`config.mk`:
```
export PLATFORM = sky130hd
export DESIGN_NAME = pe_window_feeder
export DESIGN_NICKNAME = d
export VERILOG_FILES = /design/src/rtl/pe_window_feeder_pkg.sv /design/src/rtl/pe_window_feeder_regfile.sv /design/src/rtl/pe_window_feeder.sv
export SDC_FILE = /design/constraint.sdc
export NUM_CORES = 1
export LEC_CHECK = 0
export ABC_AREA = 1
export ABC_CLOCK_PERIOD_IN_PS = 8050
export CAP_MARGIN = 20
export CORE_AREA = 2 2 383 195
export DETAILED_ROUTE_END_ITERATION = 12
export DIE_AREA = 0 0 385 197
export PLACE_DENSITY = 0.46
export SLEW_MARGIN = 20
export SYNTH_ARGS = -nofsm -noshare
export SYNTH_HDL_FRONTEND = slang
export SYNTH_SLANG_ARGS = --single-unit
```
`constraint.sdc`:
```
create_clock -name rd_clk -period 8.05 [get_ports rd_clk]
set_input_delay 1.61 -clock rd_clk [delete_from_list [all_inputs] [get_ports rd_clk]]
set_output_delay 1.61 -clock rd_clk [all_outputs]
set_load 0.03 [all_outputs]
```
`src/rtl/pe_window_feeder_pkg.sv`:
```
// Shared types and helpers for the convolution-array window feeder.
package pe_feed_pkg;

  typedef enum logic [1:0] {
    ST_IDLE,
    ST_FILL,
    ST_ISSUE,
    ST_DONE
  } feed_state_t;

  localparam int unsigned CFG_K_W = 8;

  // LSB position of channel ch in a packed multi-channel bus.
  function automatic int unsigned ch_lsb(input int unsigned ch, input int unsigned width);
    return ch * width;
  endfunction

endpackage

```
`src/rtl/pe_window_feeder_regfile.sv`:
```
// Window storage: NUM_CH x MAX_K words, one shared-index write port and one
// shared-index combinational read port. Storage is deliberately not reset.
module window_regfile
  import pe_feed_pkg::*;
#(
  parameter int unsigned NUM_CH     = 4,
  parameter int unsigned DATA_WIDTH = 16,
  parameter int unsigned MAX_K      = 8,
  parameter int unsigned IDX_W      = 3
) (
  input  logic                         clk,
  input  logic                         we,
  input  logic [IDX_W-1:0]             widx,
  input  logic [NUM_CH*DATA_WIDTH-1:0] wdata,
  input  logic [IDX_W-1:0]             ridx,
  output logic [NUM_CH*DATA_WIDTH-1:0] rdata
);

  logic [DATA_WIDTH-1:0] r_mem [NUM_CH][MAX_K];

  always_ff @(posedge clk) begin
    if (we) begin
      for (int unsigned c = 0; c < NUM_CH; c++) begin
        r_mem[c][widx] <= wdata[ch_lsb(c, DATA_WIDTH) +: DATA_WIDTH];
      end
    end
  end

  always_comb begin
    rdata = '0;
    for (int unsigned c = 0; c < NUM_CH; c++) begin
      rdata[ch_lsb(c, DATA_WIDTH) +: DATA_WIDTH] = r_mem[c][ridx];
    end
  end

endmodule

```
`src/rtl/pe_window_feeder.sv`:
```
// Read-side window feeder: pops one kernel window from all column FIFOs in
// lockstep, then replays it to the PE array reuse_cnt+1 times.
module pe_window_feeder
  import pe_feed_pkg::*;
#(
  parameter int unsigned NUM_CH     = 4,
  parameter int unsigned DATA_WIDTH = 16,
  parameter int unsigned MAX_K      = 8
) (
  input  logic                         rd_clk,
  input  logic                         rstn,
  input  logic                         start,
  input  logic [CFG_K_W-1:0]           kernel_size,
  input  logic [CFG_K_W-1:0]           reuse_cnt,
  input  logic [NUM_CH-1:0]            fifo_empty,
  input  logic [NUM_CH*DATA_WIDTH-1:0] fifo_rdata,
  output logic [NUM_CH-1:0]            fifo_rd_en,
  output logic                         pe_valid,
  input  logic                         pe_ready,
  output logic [NUM_CH*DATA_WIDTH-1:0] pe_data,
  output logic                         pe_last,
  output logic                         busy,
  output logic                         done,
  output logic                         err_cfg
);

  localparam int unsigned        IDX_W     = (MAX_K > 1) ? $clog2(MAX_K) : 1;
  localparam logic [CFG_K_W-1:0] MAX_K_CFG = CFG_K_W'(MAX_K);

  feed_state_t           r_state;
  logic [IDX_W-1:0]      r_k_m1;
  logic [CFG_K_W-1:0]    r_reuse;
  logic [IDX_W-1:0]      r_idx;
  logic [IDX_W-1:0]      r_beat;
  logic [CFG_K_W-1:0]    r_pass;
  logic                  r_err;

  logic                         w_pop;
  logic [NUM_CH*DATA_WIDTH-1:0] w_rdata;

  // Lockstep pop: nothing moves unless every channel has a head word.
  assign w_pop      = (r_state == ST_FILL) && !(|fifo_empty);
  assign fifo_rd_en = {NUM_CH{w_pop}};

  window_regfile #(
    .NUM_CH     (NUM_CH),
    .DATA_WIDTH (DATA_WIDTH),
    .MAX_K      (MAX_K),
    .IDX_W      (IDX_W)
  ) u_window (
    .clk   (rd_clk),
    .we    (w_pop),
    .widx  (r_idx),
    .wdata (fifo_rdata),
    .ridx  (r_beat),
    .rdata (w_rdata)
  );

  always_ff @(posedge rd_clk or negedge rstn) begin
    if (!rstn) begin
      r_state <= ST_IDLE;
      r_k_m1  <= '0;
      r_reuse <= '0;
      r_idx   <= '0;
      r_beat  <= '0;
      r_pass  <= '0;
      r_err   <= 1'b0;
    end else begin
      case (r_state)
        ST_IDLE: begin
          if (start) begin
            if ((kernel_size == '0) || (kernel_size > MAX_K_CFG)) begin
              r_err <= 1'b1;
            end else begin
              r_k_m1  <= IDX_W'(kernel_size - 8'd1);
              r_reuse <= reuse_cnt;
              r_err   <= 1'b0;
              r_idx   <= '0;
              r_state <= ST_FILL;
            end
          end
        end
        ST_FILL: begin
          if (w_pop) begin
            if (r_idx == r_k_m1) begin
              r_idx   <= '0;
              r_beat  <= '0;
              r_pass  <= '0;
              r_state <= ST_ISSUE;
            end else begin
              r_idx <= r_idx + IDX_W'(1);
            end
          end
        end
        ST_ISSUE: begin
          // pe_valid is constant-high here, so pe_ready alone is the handshake.
          if (pe_ready) begin
            if (r_beat == r_k_m1) begin
              r_beat <= '0;
              if (r_pass == r_reuse) begin
                r_state <= ST_DONE;
              end else begin
                r_pass <= r_pass + 8'd1;
              end
            end else begin
              r_beat <= r_beat + IDX_W'(1);
            end
          end
        end
        ST_DONE: r_state <= ST_IDLE;
        default: r_state <= ST_IDLE;
      endcase
    end
  end

  assign pe_valid = (r_state == ST_ISSUE);
  assign pe_data  = pe_valid ? w_rdata : '0;
  assign pe_last  = pe_valid && (r_beat == r_k_m1) && (r_pass == r_reuse);
  assign busy     = (r_state != ST_IDLE);
  assign done     = (r_state == ST_DONE);
  assign err_cfg  = r_err;

endmodule

```
# == Word level (Yosys, flattened, before mapping) ==
# Memories as Yosys holds them, arrays and structs flattened.
# Cells that the tools add are included.
# word_totals
register_bits,28
latch_bits,0
mem_bits_rw,512
romBits,0
in_bits,88
out_inout_bits,73
wordCells,93
mem_count,1
# classes
addsub,4
n_mul,0
div_mod_pow,0
order_cmp,4
eq_ne,14
shifts,0
mux,42
bitwise,3
n_reduce_logical,18
# mem_list
memory,depth,word_bits,read_ports,rd_ports_with_merged_regs,write_ports,line_no,text
u_window.r_mem,4,128,4,0,4,pe_window_feeder_regfile.sv:19,logic [DATA_WIDTH-1:0] r_mem [NUM_CH][MAX_K];
# op_table
operator,count
binary-select mux 16 bit (select 3 bit),4
2-to-1 mux 16 bit,9
2-to-1 mux 128 bit,1
2-to-1 mux 64 bit,1
demux 16 bit (select 3 bit),1
2-to-1 mux 8 bit,5
2-to-1 mux 3 bit,8
one-hot mux 8 bit (2 select lines),1
2-to-1 mux 2 bit,7
one-hot mux 3 bit (2 select lines),2
inequality test 2 x 1 -> 1 bit (second input constant),5
adder 8 x 1 -> 8 bit (second input constant),1
== test 8 bit,1
>= comparator 4 bit (second input constant),2
greater-than comparator 8 x 4 -> 1 bit (second input constant),1
logical NOT 8 bit,1
NOT 3 -> 4 bit,2
one-hot mux 2 bit (4 select lines),1
AND reduction 4 bit,2
AND reduction 7 bit,1
adder 3 x 1 -> 3 bit (second input constant),2
== test 3 bit,2
inequality test 2 bit (second input constant),3
AND reduction 6 bit,1
14 further kinds,21

# == Depth between registers and ports, before layout ==
# logic_depth
ltp_word,6
mapped_depth,11
ltp_nobuf,11

# == Cells and area by module ==
# A second synthesis with hierarchy kept.
# hier_totals
cells_unflattened,2610
area_unflattened_um2,24709.9
# by_module_without_submodules
mod,instances,cells_per_inst,area_each_um2,seq_area_each_um2
window_regfile,1,2230,22379.0,15374.7
pe_window_feeder,1,380,2331.0,700.7

# == Worst setup path before layout ==
# Ideal clock, no wire load.
# synth_path
path_kind,input-to-reg
startpoint,input fifo_empty[3]
endpoint,"memory u_window.r_mem[0][100] (netlist name), enable pin"
setup_time_ps,565
arrival_ps,6553
required_time_ps,7485
slack_ps,932
stages,5
n_path_buf,0
path_cell_list,nor2_1 nand2_1 nor2_1 nand2_1 nor3_1
# synth_lines
element,line_no,text
from (decl),pe_window_feeder.sv:15,"input logic [NUM_CH-1:0] fifo_empty,"
to (decl),pe_window_feeder_regfile.sv:19,

# == Worst setup path in the final report ==
# layout_path
startpoint,register r_beat[1]
endpoint,output pe_data[20]
# layout_between
elab_chain_len,5
# layout_lines
element,line_no,text
from (decl),pe_window_feeder.sv:34,logic [IDX_W-1:0] r_beat;
from (signal assigned),pe_window_feeder.sv:106,r_beat <= r_beat + IDX_W'(1);
NOT 3 -> 4 bit (not written as such),pe_window_feeder_regfile.sv:32,"rdata[ch_lsb(c, DATA_WIDTH) +: DATA_WIDTH] = r_mem[c][ridx];"
binary-select mux 16 bit (select 3 bit),pe_window_feeder_regfile.sv:32,
2-to-1 mux 16 bit (not written as such) (2 in series),pe_window_feeder_regfile.sv:32,
2-to-1 mux 64 bit,pe_window_feeder.sv:117,assign pe_data = pe_valid ? w_rdata : '0;
to (decl),pe_window_feeder.sv:20,"output logic [NUM_CH*DATA_WIDTH-1:0] pe_data,"
# Every way passes these cells. The select of a mux whose other input is x is not followed.

==> summary.md <==
| Metric | Value |
|---|---|
| Critical-path cell list | buf_4 > buf_4 > o21ai_0 > o22ai_1 > o21ai_1 > a31oi_1 > clkdlybuf4s50_1 |
| IO Pins | approximately 160 |
| N_diodes | 0 |
| Multi-input logic area | around 4900 µm² |
| Post-CTS Hold Fix Bufs | 0 |
| Drt drc | 0 |
| Worst vdd ir | around 190 µV |
| CTS Buffer Depth | 3 |
| Syn Nets | 1,807 |
| Status | finished clean |
| Worst-Margin Slew | 1.17 ns |
| CP max FO | 48 |
| Post-synth EDFFs | between 500 and 600 |
| RSZ-0062 raised after global routing | false |
| Hpwl dp | 30.1 mm |
| Setup Buffers After CTS | 0 |
| F_max | 171 MHz |
| P&R area growth vs syn | 19.6% |
| MaxCap Viol Count | 0 |
| H-tree Lvls | 2 |
| P per Cell Area | approximately 320 nW/µm² |
| Cell variety after synth | 32 |
| Final setup fails | 0 |
| Post-Place Setup Slack | roughly 2.8 ns |
| # resized after CTS | 0 |
| Drt first pass iters | 5 |
| Vias in the first global route | ~13k |
| Prevailing post-synth register cell | edfxtp_1 |
| Final Hold Fails | 0 |
| Final Cycle Share | a little over 70% |
| Register area share after synthesis | 74.3% |
| Die area | 75,800 µm² |
| Class of the most critical setup path | flop to output port |
| Leakage | 8.44 nW |
| Vias per inst | about 4.8 |
| Post-Route WL | slightly below 60 mm |
| Tot GR Track Use | 15.2% |
| Filler cells | just under 7k |
| Gr ovfl total | 0 |
| Worst Path Required | 6.44 ns |
| Wire length of the first global-routing pass | 86.8 mm |
| Clock Skew | around 0.014 ns |
| Max-slew headroom | 22.2% |
| Buffers on Ports | between 150 and 200 |
| CTS Buf Count | 52 |
| Worst setup margin | ~2.2 ns |
| Ys async rst share | approximately 5.2% |
| Layout cells sized above 1 | slightly below 7% |
| Core Box Area | a little over 70,000 µm² |
| HP Class | flop to flop |
| Register area | around 16,000 µm² |
| Initial antenna violation count | 2 |
| Initial core utilization | approximately 30% |
| # rows | 70 |
| Commonest cells after routing, fill and taps aside | edfxtp_1 (512), nor2_1 (403), o21ai_0 (240), clkdlybuf4s50_1 (160), nand2_1 (96) |
| Synth Instances | approximately 1.7k |
| Die Wd | slightly below 400 µm |
| Critical path endpoint category | output port |
| DRT iter0 DRCs | about 1.2k |
| CP arrival | 4.24 ns |
| Clock Latency Late Sink | around 0.6 ns |
| Yosys warnings | 0 |
| Post-Syn Area | 21,600 µm² |
| Seq cells post-synth | 540 |
| Startpoint Class | flop |
| Leading cell type in the layout, fill and taps excluded | edfxtp_1 |
| Largest net degree at the start of global routing | 187 |
| Via Count | roughly 14k |
| DRT antenna net count | 0 |
| CTS tree | yes |
| Slew Limit Fails | 0 |
| Slowest cell on the critical path | dfrtp_4 |
| CTS Root Cell | clkbuf_16 |
| Worst-path clk slew | 0.07 ns |
| Tmin final | about 5.8 ns |
| Syn_area_per_cell | about 13 µm² |
| # nets final | 1,932 |
| Most frequent cell on the critical path | buf_4 |
| Number of clock sinks | between 500 and 600 |
| Setup tns final | 0 ns |
| Die Y | ~200 µm |
| GPL Wtd Cong | 0.729 |
| CP peak stage delay | between 0.7 and 0.8 ns |
| Routed len/inst | 20.4 µm |
## flip-flops by register name, indices dropped and copies added (netlist names)
name / cells
r_state: 2
err_cfg: 1
r_pass: 8
u_window.r_mem: 512
r_reuse: 8
r_idx: 3
r_beat: 3
r_k_m1: 3
## Yosys cell counts, types with 2 or more instances
cell type | number | area share [%]
buf_1 | 12 | 0.21
or2_2 | 3 | 0.087
nand2_1 | 96 | 1.7
nor3b_1 | 2 | 0.069
xnor2_1 | 12 | 0.49
buf_2 | 18 | 0.42
nor2_1 | 409 | 7.1
inv_2 | 2 | 0.035
nor3_1 | 2 | 0.046
clkbuf_1 | 56 | 0.97
nand3_1 | 9 | 0.21
a31oi_1 | 64 | 1.9
dfrtp_1 | 28 | 3.2
o21ai_1 | 90 | 2.1
buf_6 | 5 | 0.26
nand4_1 | 10 | 0.29
nand3_2 | 3 | 0.14
o21ai_0 | 240 | 5.6
ha_1 | 10 | 0.58
edfxtp_1 | 512 | 71
o22ai_1 | 64 | 1.9
buf_4 | 25 | 0.87
xor2_1 | 4 | 0.16
inv_1 | 25 | 0.43
## final timing paths
| path | depth (start not counted) | from | to | slack (ns) |
|---|---|---|---|---|
| min in group asynchronous | 2 | rstn | r_reuse[3] | 1.41 |
| max in group asynchronous | 2 | rstn | r_beat[0] | 6.31 |
| max | 7 | r_beat[1] | pe_data[20] | 2.20 |
| min reg2reg | 2 | r_reuse[2] | r_reuse[2] | 0.50 |
| max reg2reg | 7 | r_state[1] | u_window.r_mem[3][35] | 4.37 |
| min | 2 | r_reuse[2] | r_reuse[2] | 0.50 |
## layer usage
layer	track usage [%]	part of all wire, %	vias to the layer above
met2	23.3	44	319
met5	0	0.040	-
li1	-	-	6472
met3	2.74	5.0	75
met4	2.75	1.5	4
met1	22.5	49	6659
## worst max-delay path: cells and delay by family (launching register included)
family	cells	cell delay [ns]
buffers and inverters	3	1.96
AOI/OAI and AO/OA	4	0.81
DFF	1	0.78
## stage by stage
stage               util [%]  hold slack (ns)  instances  total power [W]  instance area, µm²
detailed placement      33.4            0.488       2752          0.00590               24200
floorplan                  -            0.462       1709          0.00501               21600
CTS                     35.7            0.505       2847          0.00843               25900
finish                  35.7            0.504       2847          0.00831               25900
global placement        33.4            0.493       2752          0.00589               24200
global route            35.7            0.525       2847          0.00878               25900
## where the power goes
group,switching (W),internal (W),total (W)
clock,0.00108,0.00143,0.00251
sequential,0.000106,0.00313,0.00324
combinational,0.00174,0.000815,0.00256
total,0.00293,0.00538,0.00831
## area by class of cell
class,instances,share of cell area (%)
sequential,540,62.2
clock inverter,34,1.38
multi-input combinational,1024,19.0
clock buffer,61,5.24
timing repair buffer,187,7.02
inverter,29,0.469
tap,972,4.70
## logic make-up (layout without fill, tap and decap cells)
group                    Yosys count  count (layout)  synth area share (%)
buffers and inverters            145             311                  3.24
flip-flops                       540             540                  74.3
AND/OR/NAND/NOR                  535             535                  9.63
AO/OA/AOI/OAI                    462             462                  11.5
XOR/XNOR                          17              17                 0.723
adder cells (fa/ha/maj)           10              10                 0.578
(Power assumes the default switching activity.)
